### src/rtl/dino_pkg.sv
// Shared definitions for the dino jump path: FSM states, default Q-format
// physics constants and the sprite height type used by the renderer.
package dino_pkg;

    typedef enum logic [1:0] {
        GROUND = 2'd0,
        RISE   = 2'd1,
        FALL   = 2'd2
    } jump_state_t;

    // Q(POS_W).(FRAC_W) fixed point; velocities and gravity in the same units
    localparam int DEF_POS_W    = 7;
    localparam int DEF_FRAC_W   = 4;
    localparam int DEF_INIT_VEL = 96;   // 6.0 px/tick
    localparam int DEF_GRAVITY  = 4;    // 0.25 px/tick^2
    localparam int DEF_CUT_VEL  = 32;   // 2.0 px/tick after early release
    localparam int DEF_FF_SHIFT = 2;    // x4 gravity while ducking in air

    typedef logic [DEF_POS_W-1:0] jump_pos_t;

endpackage

### src/rtl/jump_tick_gen.sv
// Physics tick divider: one tick every speed+1 enabled cycles.
module jump_tick_gen #(
    parameter int SPEED_W = 24
) (
    input  logic               clk,
    input  logic               sys_rst_n,
    input  logic               clr,
    input  logic               en,
    input  logic [SPEED_W-1:0] speed,
    output logic               tick
);

    logic [SPEED_W-1:0] ctr;

    assign tick = en && (ctr == speed);

    // Count enabled cycles, wrapping to zero on each tick; held while disabled
    always_ff @(posedge clk) begin
        if (!sys_rst_n || clr) begin
            ctr <= '0;
        end else if (en) begin
            ctr <= tick ? '0 : ctr + SPEED_W'(1);
        end
    end

endmodule

### src/rtl/jump_physics.sv
// Fixed-point jump integrator: position/velocity with early-release cut,
// fast-fall on duck, one-deep re-jump buffer and apex/land status pulses.
module jump_physics
    import dino_pkg::*;
#(
    parameter int POS_W     = DEF_POS_W,
    parameter int FRAC_W    = DEF_FRAC_W,
    parameter int SPEED_W   = 24,
    parameter int INIT_VEL  = DEF_INIT_VEL,
    parameter int GRAVITY   = DEF_GRAVITY,
    parameter int CUT_VEL   = DEF_CUT_VEL,
    parameter int FF_SHIFT  = DEF_FF_SHIFT,
    parameter int BUFFER_EN = 1
) (
    input  logic               clk,
    input  logic               sys_rst_n,
    input  logic               game_rst,
    input  logic               jump,
    input  logic               duck,
    input  logic               halt,
    input  logic [SPEED_W-1:0] speed,
    output logic [POS_W-1:0]   jump_pos,
    output logic               in_air,
    output logic               falling,
    output logic               apex_pulse,
    output logic               land_pulse
);

    localparam int PW = POS_W + FRAC_W;   // position width
    localparam int VW = PW + 1;           // signed velocity width
    localparam int SW = PW + 2;           // signed sum width, cannot wrap

    localparam logic signed [VW-1:0] INIT_V = VW'(INIT_VEL);
    localparam logic signed [VW-1:0] CUT_V  = VW'(CUT_VEL);
    localparam logic signed [VW-1:0] G_NORM = VW'(GRAVITY);
    localparam logic signed [VW-1:0] G_FAST = VW'(GRAVITY << FF_SHIFT);

    jump_state_t            state, state_n;
    logic [PW-1:0]          pos, pos_n, pos_next;
    logic signed [VW-1:0]   vel, vel_n, v_eff, g_eff, vel_next;
    logic signed [SW-1:0]   pos_ext, v_ext, sum;
    logic                   pending, pending_n, jump_q;
    logic                   apex_n, land_n;
    logic                   launch, tick, land, ceil, vel_le0;

    jump_tick_gen #(
        .SPEED_W (SPEED_W)
    ) u_tick_gen (
        .clk       (clk),
        .sys_rst_n (sys_rst_n),
        .clr       (game_rst || launch),
        .en        ((state != GROUND) && !halt),
        .speed     (speed),
        .tick      (tick)
    );

    // One integration step: capped/normal velocity, gravity and candidate position
    always_comb begin
        v_eff = vel;
        if (state == RISE && !jump && vel > CUT_V) begin
            v_eff = CUT_V;
        end
        g_eff    = duck ? G_FAST : G_NORM;
        vel_next = v_eff - g_eff;
        pos_ext  = {2'b00, pos};
        v_ext    = {v_eff[VW-1], v_eff};
        sum      = pos_ext + v_ext;
        land     = sum[SW-1] || (sum == '0);
        ceil     = !sum[SW-1] && sum[SW-2];
        pos_next = ceil ? '1 : sum[PW-1:0];
        vel_le0  = vel_next[VW-1] || (vel_next == '0);
    end

    // Next-state: launch from ground, integrate on ticks, landing before apex
    always_comb begin
        state_n   = state;
        pos_n     = pos;
        vel_n     = vel;
        pending_n = pending;
        apex_n    = 1'b0;
        land_n    = 1'b0;
        launch    = 1'b0;
        if (!halt) begin
            if (BUFFER_EN != 0 && state != GROUND && jump && !jump_q) begin
                pending_n = 1'b1;
            end
            case (state)
                GROUND: begin
                    if (jump) begin
                        launch  = 1'b1;
                        state_n = RISE;
                        vel_n   = INIT_V;
                        pos_n   = '0;
                    end
                end
                RISE, FALL: begin
                    if (tick) begin
                        if (land) begin
                            pos_n     = '0;
                            land_n    = 1'b1;
                            pending_n = 1'b0;
                            if (pending || jump) begin
                                state_n = RISE;
                                vel_n   = INIT_V;
                            end else begin
                                state_n = GROUND;
                                vel_n   = '0;
                            end
                        end else begin
                            pos_n = pos_next;
                            vel_n = vel_next;
                            if (state == RISE && vel_le0) begin
                                state_n = FALL;
                                apex_n  = 1'b1;
                            end
                        end
                    end
                end
                default: state_n = GROUND;
            endcase
        end
    end

    // State and status registers; jump_q tracks the button even while halted
    always_ff @(posedge clk) begin
        if (!sys_rst_n || game_rst) begin
            state      <= GROUND;
            pos        <= '0;
            vel        <= '0;
            pending    <= 1'b0;
            jump_q     <= 1'b0;
            apex_pulse <= 1'b0;
            land_pulse <= 1'b0;
        end else begin
            state      <= state_n;
            pos        <= pos_n;
            vel        <= vel_n;
            pending    <= pending_n;
            jump_q     <= jump;
            apex_pulse <= apex_n;
            land_pulse <= land_n;
        end
    end

    assign jump_pos = pos[PW-1:FRAC_W];
    assign in_air   = (state != GROUND);
    assign falling  = (state == FALL);

endmodule

### config.mk
export PLATFORM = sky130hd
export DESIGN_NAME = jump_physics
export DESIGN_NICKNAME = d
export VERILOG_FILES = /design/src/rtl/dino_pkg.sv /design/src/rtl/jump_tick_gen.sv /design/src/rtl/jump_physics.sv
export SDC_FILE = /design/constraint.sdc
export NUM_CORES = 1
export LEC_CHECK = 0
export CORE_MARGIN = 2
export CORE_UTILIZATION = 40
export CTS_CLUSTER_DIAMETER = 40
export DETAILED_ROUTE_END_ITERATION = 12
export GPL_TIMING_DRIVEN = 0
export PLACE_DENSITY = 0.6
export SYNTH_ARGS = -nofsm -noshare
export SYNTH_HDL_FRONTEND = slang
export SYNTH_SLANG_ARGS = --single-unit
### constraint.sdc
create_clock -name clk -period 7.1 [get_ports clk]
set_clock_uncertainty 0.15 [all_clocks]
set_input_delay 1.775 -clock clk [delete_from_list [all_inputs] [get_ports clk]]
set_output_delay 1.775 -clock clk [all_outputs]
set_load 0.03 [all_outputs]
==> results_tabular.tex <==
\begin{tabular}{lr}
\hline
Metric & Value \\
\hline
\multicolumn{2}{l}{\textbf{Run status}} \\
\quad Result of the run & complete, no violations \\
\multicolumn{2}{l}{\textbf{Hold path}} \\
\quad Worst min-delay path startpoint & pos[3] \\
\quad Path class of the lowest-slack min-delay path & reg -> reg \\
\quad Worst Hold Depth & 2 \\
\quad Hold-critical path endpoint & pos[3] \\
\multicolumn{2}{l}{\textbf{Synthesis}} \\
\quad Synthesis-stage register bit count & 53 \\
\quad Number of synthesized flops with an enable pin & 0 \\
\quad Syn. warnings & 0 \\
\quad Largest cells by area after synthesis & sky130\_fd\_sc\_hd\_\_dfxtp\_1 28\%, sky130\_fd\_sc\_hd\_\_xor2\_1 8.2\%, sky130\_fd\_sc\_hd\_\_ha\_1 6.3\% \\
\quad Syn nets & 523 \\
\quad Average instance area after synthesis & 7.93 um2 \\
\quad Portion of synthesized cell area occupied by the leading cell type & 28.3\% \\
\quad Cell accounting for the most synthesized area & sky130\_fd\_sc\_hd\_\_dfxtp\_1 \\
\quad Library cells used by synthesis & 66 \\
\quad Share of flip-flops with an asynchronous set or reset & 0\% \\
\quad Register area share after synthesis & 28.3\% \\
\quad Gate count of the mapped netlist & 473 \\
\quad Cell Area, Synth & 3750 um2 \\
\quad Top FF cell, synth & sky130\_fd\_sc\_hd\_\_dfxtp\_1 \\
\multicolumn{2}{l}{\textbf{Timing}} \\
\quad Max Transition Viols Final & 0 \\
\quad Number of setup violations in the final report & 0 \\
\quad Final hold violation count & 0 \\
\quad Part of the cycle the worst path needs & 88.5\% \\
\quad Max Clk Rate & 159 MHz \\
\quad Setup repair after global routing missed its margin & no \\
\quad Final-layout setup total negative slack & 0 ns \\
\quad Final setup slack of the worst path & 0.817 ns \\
\quad Tmin final & 6.28 ns \\
\quad Worst max-slew margin expressed relative to the limit & 42.3\% \\
\quad Actual transition at the worst max-transition pin & 0.854 ns \\
\multicolumn{2}{l}{\textbf{Routing}} \\
\quad Sum of routed wire length over all layers & 9550 um \\
\quad Post-DR wirelength/cell & 15.1 um \\
\quad Iteration-0 DRC count of the detailed router & 80 \\
\quad Detailed-route via count & 3436 \\
\quad Vias per std cell & 5.44 \\
\quad TritonRoute pass-1 iters & 4 \\
\quad Number of nets with antenna violations after routing & 0 \\
\quad DRC violation count after routing & 0 \\
\multicolumn{2}{l}{\textbf{Pwr}} \\
\quad Share of total power consumed by net switching & 27.0\% \\
\quad Register share of total power & 52.3\% \\
\quad Areal power density over the cells & 130 nW/um2 \\
\quad Combinational power share & 14.3\% \\
\quad Static leakage power & 1.69 nW \\
\quad Largest voltage drop on the vdd net & 0.0763 mV \\
\quad Switching component of the power & 0.155 mW \\
\quad Part of the power in the clock network & 33.4\% \\
\quad Total internal power & 0.417 mW \\
\multicolumn{2}{l}{\textbf{Final layout}} \\
\quad Number of nets in the layout & 570 \\
\quad Share of final-layout standard cells stronger than drive strength 1 & 9.02\% \\
\quad Number of fill cells & 931 \\
\quad Synthesis-to-finish area growth & 17.0\% \\
\quad Diode insertion count for antenna repair & 0 \\
\multicolumn{2}{l}{\textbf{Clock network}} \\
\quad Clock tree root driver cell & sky130\_fd\_sc\_hd\_\_clkbuf\_8 \\
\quad Maximum level of the CTS H-tree & 2 \\
\quad Later-pin clock latency in the skew report & 0.31 ns \\
\quad CTS resizes & 0 \\
\quad Hold bufs inserted after CTS & 0 \\
\quad Clock buffer depth & 2 \\
\quad Clock transition at path regs & 0.10 ns \\
\quad Inserted Clock Buffers & 5 \\
\quad Total clock sinks & 53 \\
\quad Post-CTS Setup Repair Bufs & 0 \\
\quad TritonCTS clock tree & built \\
\multicolumn{2}{l}{\textbf{Worst setup path}} \\
\quad Worst R2R Start & state[1] \\
\quad Critical path data arrival time & 6.38 ns \\
\quad Slowest stage delay, CP & 0.52 ns \\
\quad Crit Path Max Fanout & 10 \\
\quad Worst setup path category & in -> reg \\
\quad Buffers plus inverters on the worst setup path & 7 \\
\quad Series of cell instances along the critical path & clkdlybuf4s50\_1 > or3b\_4 > buf\_6 > a21oi\_1 > inv\_1 > nand2\_1 > inv\_1 > ha\_1 > nor2b\_1 > o31a\_1 > o21ai\_1 > a21boi\_0 > o211ai\_1 > and2\_1 > buf\_4 > a21oi\_1 > clkbuf\_8 > clkbuf\_8 > nand3b\_1 > a21oi\_1 \\
\quad Cell type group with the largest total delay on the critical path & compound AO/OA/AOI/OAI gates \\
\quad Standard cell with the maximum stage delay on the critical path & sky130\_fd\_sc\_hd\_\_clkdlybuf4s50\_1 \\
\quad Nature of the critical path endpoint & register \\
\quad CP required & 7.20 ns \\
\quad Cell occurring most often along the worst timing path & sky130\_fd\_sc\_hd\_\_a21oi\_1 \\
\quad Depth of the most critical reg-to-reg path & 21 \\
\quad Register-to-register setup slack & 2.19 ns \\
\quad Destination of the worst register-to-register timing path & vel[3] \\
\quad Startpoint kind of the worst setup timing path & input port \\
\multicolumn{2}{l}{\textbf{Floorplan}} \\
\quad Die footprint & 10200 um2 \\
\quad Effective utilization at floorplan & 41.0\% \\
\quad Vertical die dimension & 101 um \\
\quad Core Box Area & 9150 um2 \\
\quad Die X-Extent & 101 um \\
\quad Num rows & 35 \\
\quad Number of I/O pins & 41 \\
\multicolumn{2}{l}{\textbf{Place}} \\
\quad Post-placement setup slack & 0.534 ns \\
\quad Port Buffer Count & 40 \\
\quad DP HPWL & 7420 um \\
\quad RD Place Congestion & 0.867 \\
\multicolumn{2}{l}{\textbf{GRT}} \\
\quad Wire length of the first global-routing pass & 15800 um \\
\quad Global routing usage summed across all routing layers & 19.6\% \\
\quad Number of global-route vias before repair & 3266 \\
\quad Maximum number of pins on one net before global-route repair & 18 \\
\quad Remaining Overflow, GRT & 0 \\
\quad Antenna violations before repair & 0 \\
\multicolumn{2}{l}{\textbf{Job}} \\
\quad Number of max-capacitance violations reported & 0 \\
\hline
\end{tabular}
final cells by class:
| type | count | area, um2 | share of cell area, % |
|---|---|---|---|
| plain buffers | 28 | 196 | 4.48 |
| multi-input cells | 377 | 2430 | 55.5 |
| flip-flops and latches | 53 | 1060 | 24.2 |
| repair buffers | 40 | 400 | 9.13 |
| clock buffers | 6 | 82.6 | 1.88 |
| inverters | 15 | 56.3 | 1.28 |
| clock inverters | 2 | 16.3 | 0.371 |
| well taps | 111 | 139 | 3.17 |
synth_stat cells (11+ instances only):
master	n
sky130_fd_sc_hd__ha_1	19
sky130_fd_sc_hd__nand3_1	19
sky130_fd_sc_hd__xor2_1	35
sky130_fd_sc_hd__dfxtp_1	53
sky130_fd_sc_hd__nand2_1	49
sky130_fd_sc_hd__a21oi_1	37
sky130_fd_sc_hd__o21ai_0	13
sky130_fd_sc_hd__inv_1	15
sky130_fd_sc_hd__nor2_1	50
sky130_fd_sc_hd__xnor2_1	17
sky130_fd_sc_hd__nand4_1	12
sky130_fd_sc_hd__nor3_1	11
sequential cells by signal, indices dropped and copies added, names as in the netlist:
signal	count
vel	12
jump_q	1
state	2
u_tick_gen.ctr	24
pos	11
apex_pulse	1
pending	1
land_pulse	1
logic make-up after synthesis:
group | count (synthesis) | synth area share [%]
multiplexers | 3 | 0.868
AND/OR/NAND/NOR | 201 | 27.5
adder cells (fa/ha/maj) | 20 | 6.88
flip-flops | 53 | 28.3
AO/OA/AOI/OAI | 101 | 17.6
buffers and inverters | 43 | 6.74
XOR/XNOR | 52 | 12.1
cell usage in the layout, fill, tap and decap left out, types with 8 or more instances in the layout:
master	instances
sky130_fd_sc_hd__xor2_1	35
sky130_fd_sc_hd__clkbuf_1	9
sky130_fd_sc_hd__dfxtp_1	53
sky130_fd_sc_hd__nand4_1	12
sky130_fd_sc_hd__o211ai_1	8
sky130_fd_sc_hd__a211oi_1	9
sky130_fd_sc_hd__a21oi_1	37
sky130_fd_sc_hd__clkbuf_8	10
sky130_fd_sc_hd__nor3_1	11
sky130_fd_sc_hd__buf_4	8
sky130_fd_sc_hd__ha_1	19
sky130_fd_sc_hd__nand2_1	49
sky130_fd_sc_hd__nor2_1	50
sky130_fd_sc_hd__o21ai_0	13
sky130_fd_sc_hd__clkdlybuf4s50_1	40
sky130_fd_sc_hd__nor2b_1	10
sky130_fd_sc_hd__nand3_1	19
sky130_fd_sc_hd__inv_1	15
sky130_fd_sc_hd__xnor2_1	17
how the worst max path moves through the flow:
stage | end | startpoint | cells after the start
finish | vel[3] | jump | 20
detailed placement | pos[1] | jump | 20
floorplan | vel[6] | jump | 17
global placement | vel[6] | jump | 17
global route | vel[6] | jump | 17
CTS | vel[3] | jump | 20
worst reg2reg max path, cell delays in order, from the launching register on:
cell                       delay (ns)
sky130_fd_sc_hd__dfxtp_1         0.35
sky130_fd_sc_hd__inv_1           0.08
sky130_fd_sc_hd__ha_1            0.21
sky130_fd_sc_hd__or3b_4          0.43
sky130_fd_sc_hd__buf_6           0.16
sky130_fd_sc_hd__a21oi_1         0.46
sky130_fd_sc_hd__inv_1           0.13
sky130_fd_sc_hd__nand2_1         0.16
sky130_fd_sc_hd__inv_1           0.06
sky130_fd_sc_hd__ha_1            0.33
sky130_fd_sc_hd__nor2b_1         0.23
sky130_fd_sc_hd__o31a_1          0.23
sky130_fd_sc_hd__o21ai_1         0.12
sky130_fd_sc_hd__a21boi_0        0.31
sky130_fd_sc_hd__o211ai_1        0.16
sky130_fd_sc_hd__and2_1          0.19
sky130_fd_sc_hd__buf_4           0.16
sky130_fd_sc_hd__a21oi_1         0.24
sky130_fd_sc_hd__clkbuf_8        0.24
sky130_fd_sc_hd__clkbuf_8        0.19
sky130_fd_sc_hd__nand3b_1        0.09
sky130_fd_sc_hd__a21oi_1         0.15
power by group through the flow:
stage | sequential, mW | clock (mW) | combinational [mW]
floorplan | 0.306 | 0 | 0.0480
global placement | 0.306 | 0 | 0.0813
detailed placement | 0.306 | 0 | 0.0815
CTS | 0.299 | 0.198 | 0.0818
global route | 0.300 | 0.210 | 0.0893
finish | 0.299 | 0.191 | 0.0819
per-stage QoR:
stage	util (%)	hold slack [ns]	power (mW)	cells	area, um2
6_report	47.9	0.312	0.572	632	4390
5_1_grt	47.9	0.341	0.599	632	4390
4_1_cts	47.9	0.316	0.579	632	4390
3_5_place_dp	46.8	0.303	0.388	624	4290
3_3_place_gp	46.8	0.294	0.387	624	4290
2_1_floorplan	-	0.286	0.354	473	3750
layer usage:
metal	vias to the layer above	GRT usage, %	share of wire (%)
li1	1761	-	-
met1	1585	24.5	45
met2	78	34.9	50
met3	12	3.12	4.3
met4	0	5.06	1.2
met5	-	0	0
Note: power is estimated with default switching activity, not from simulation.
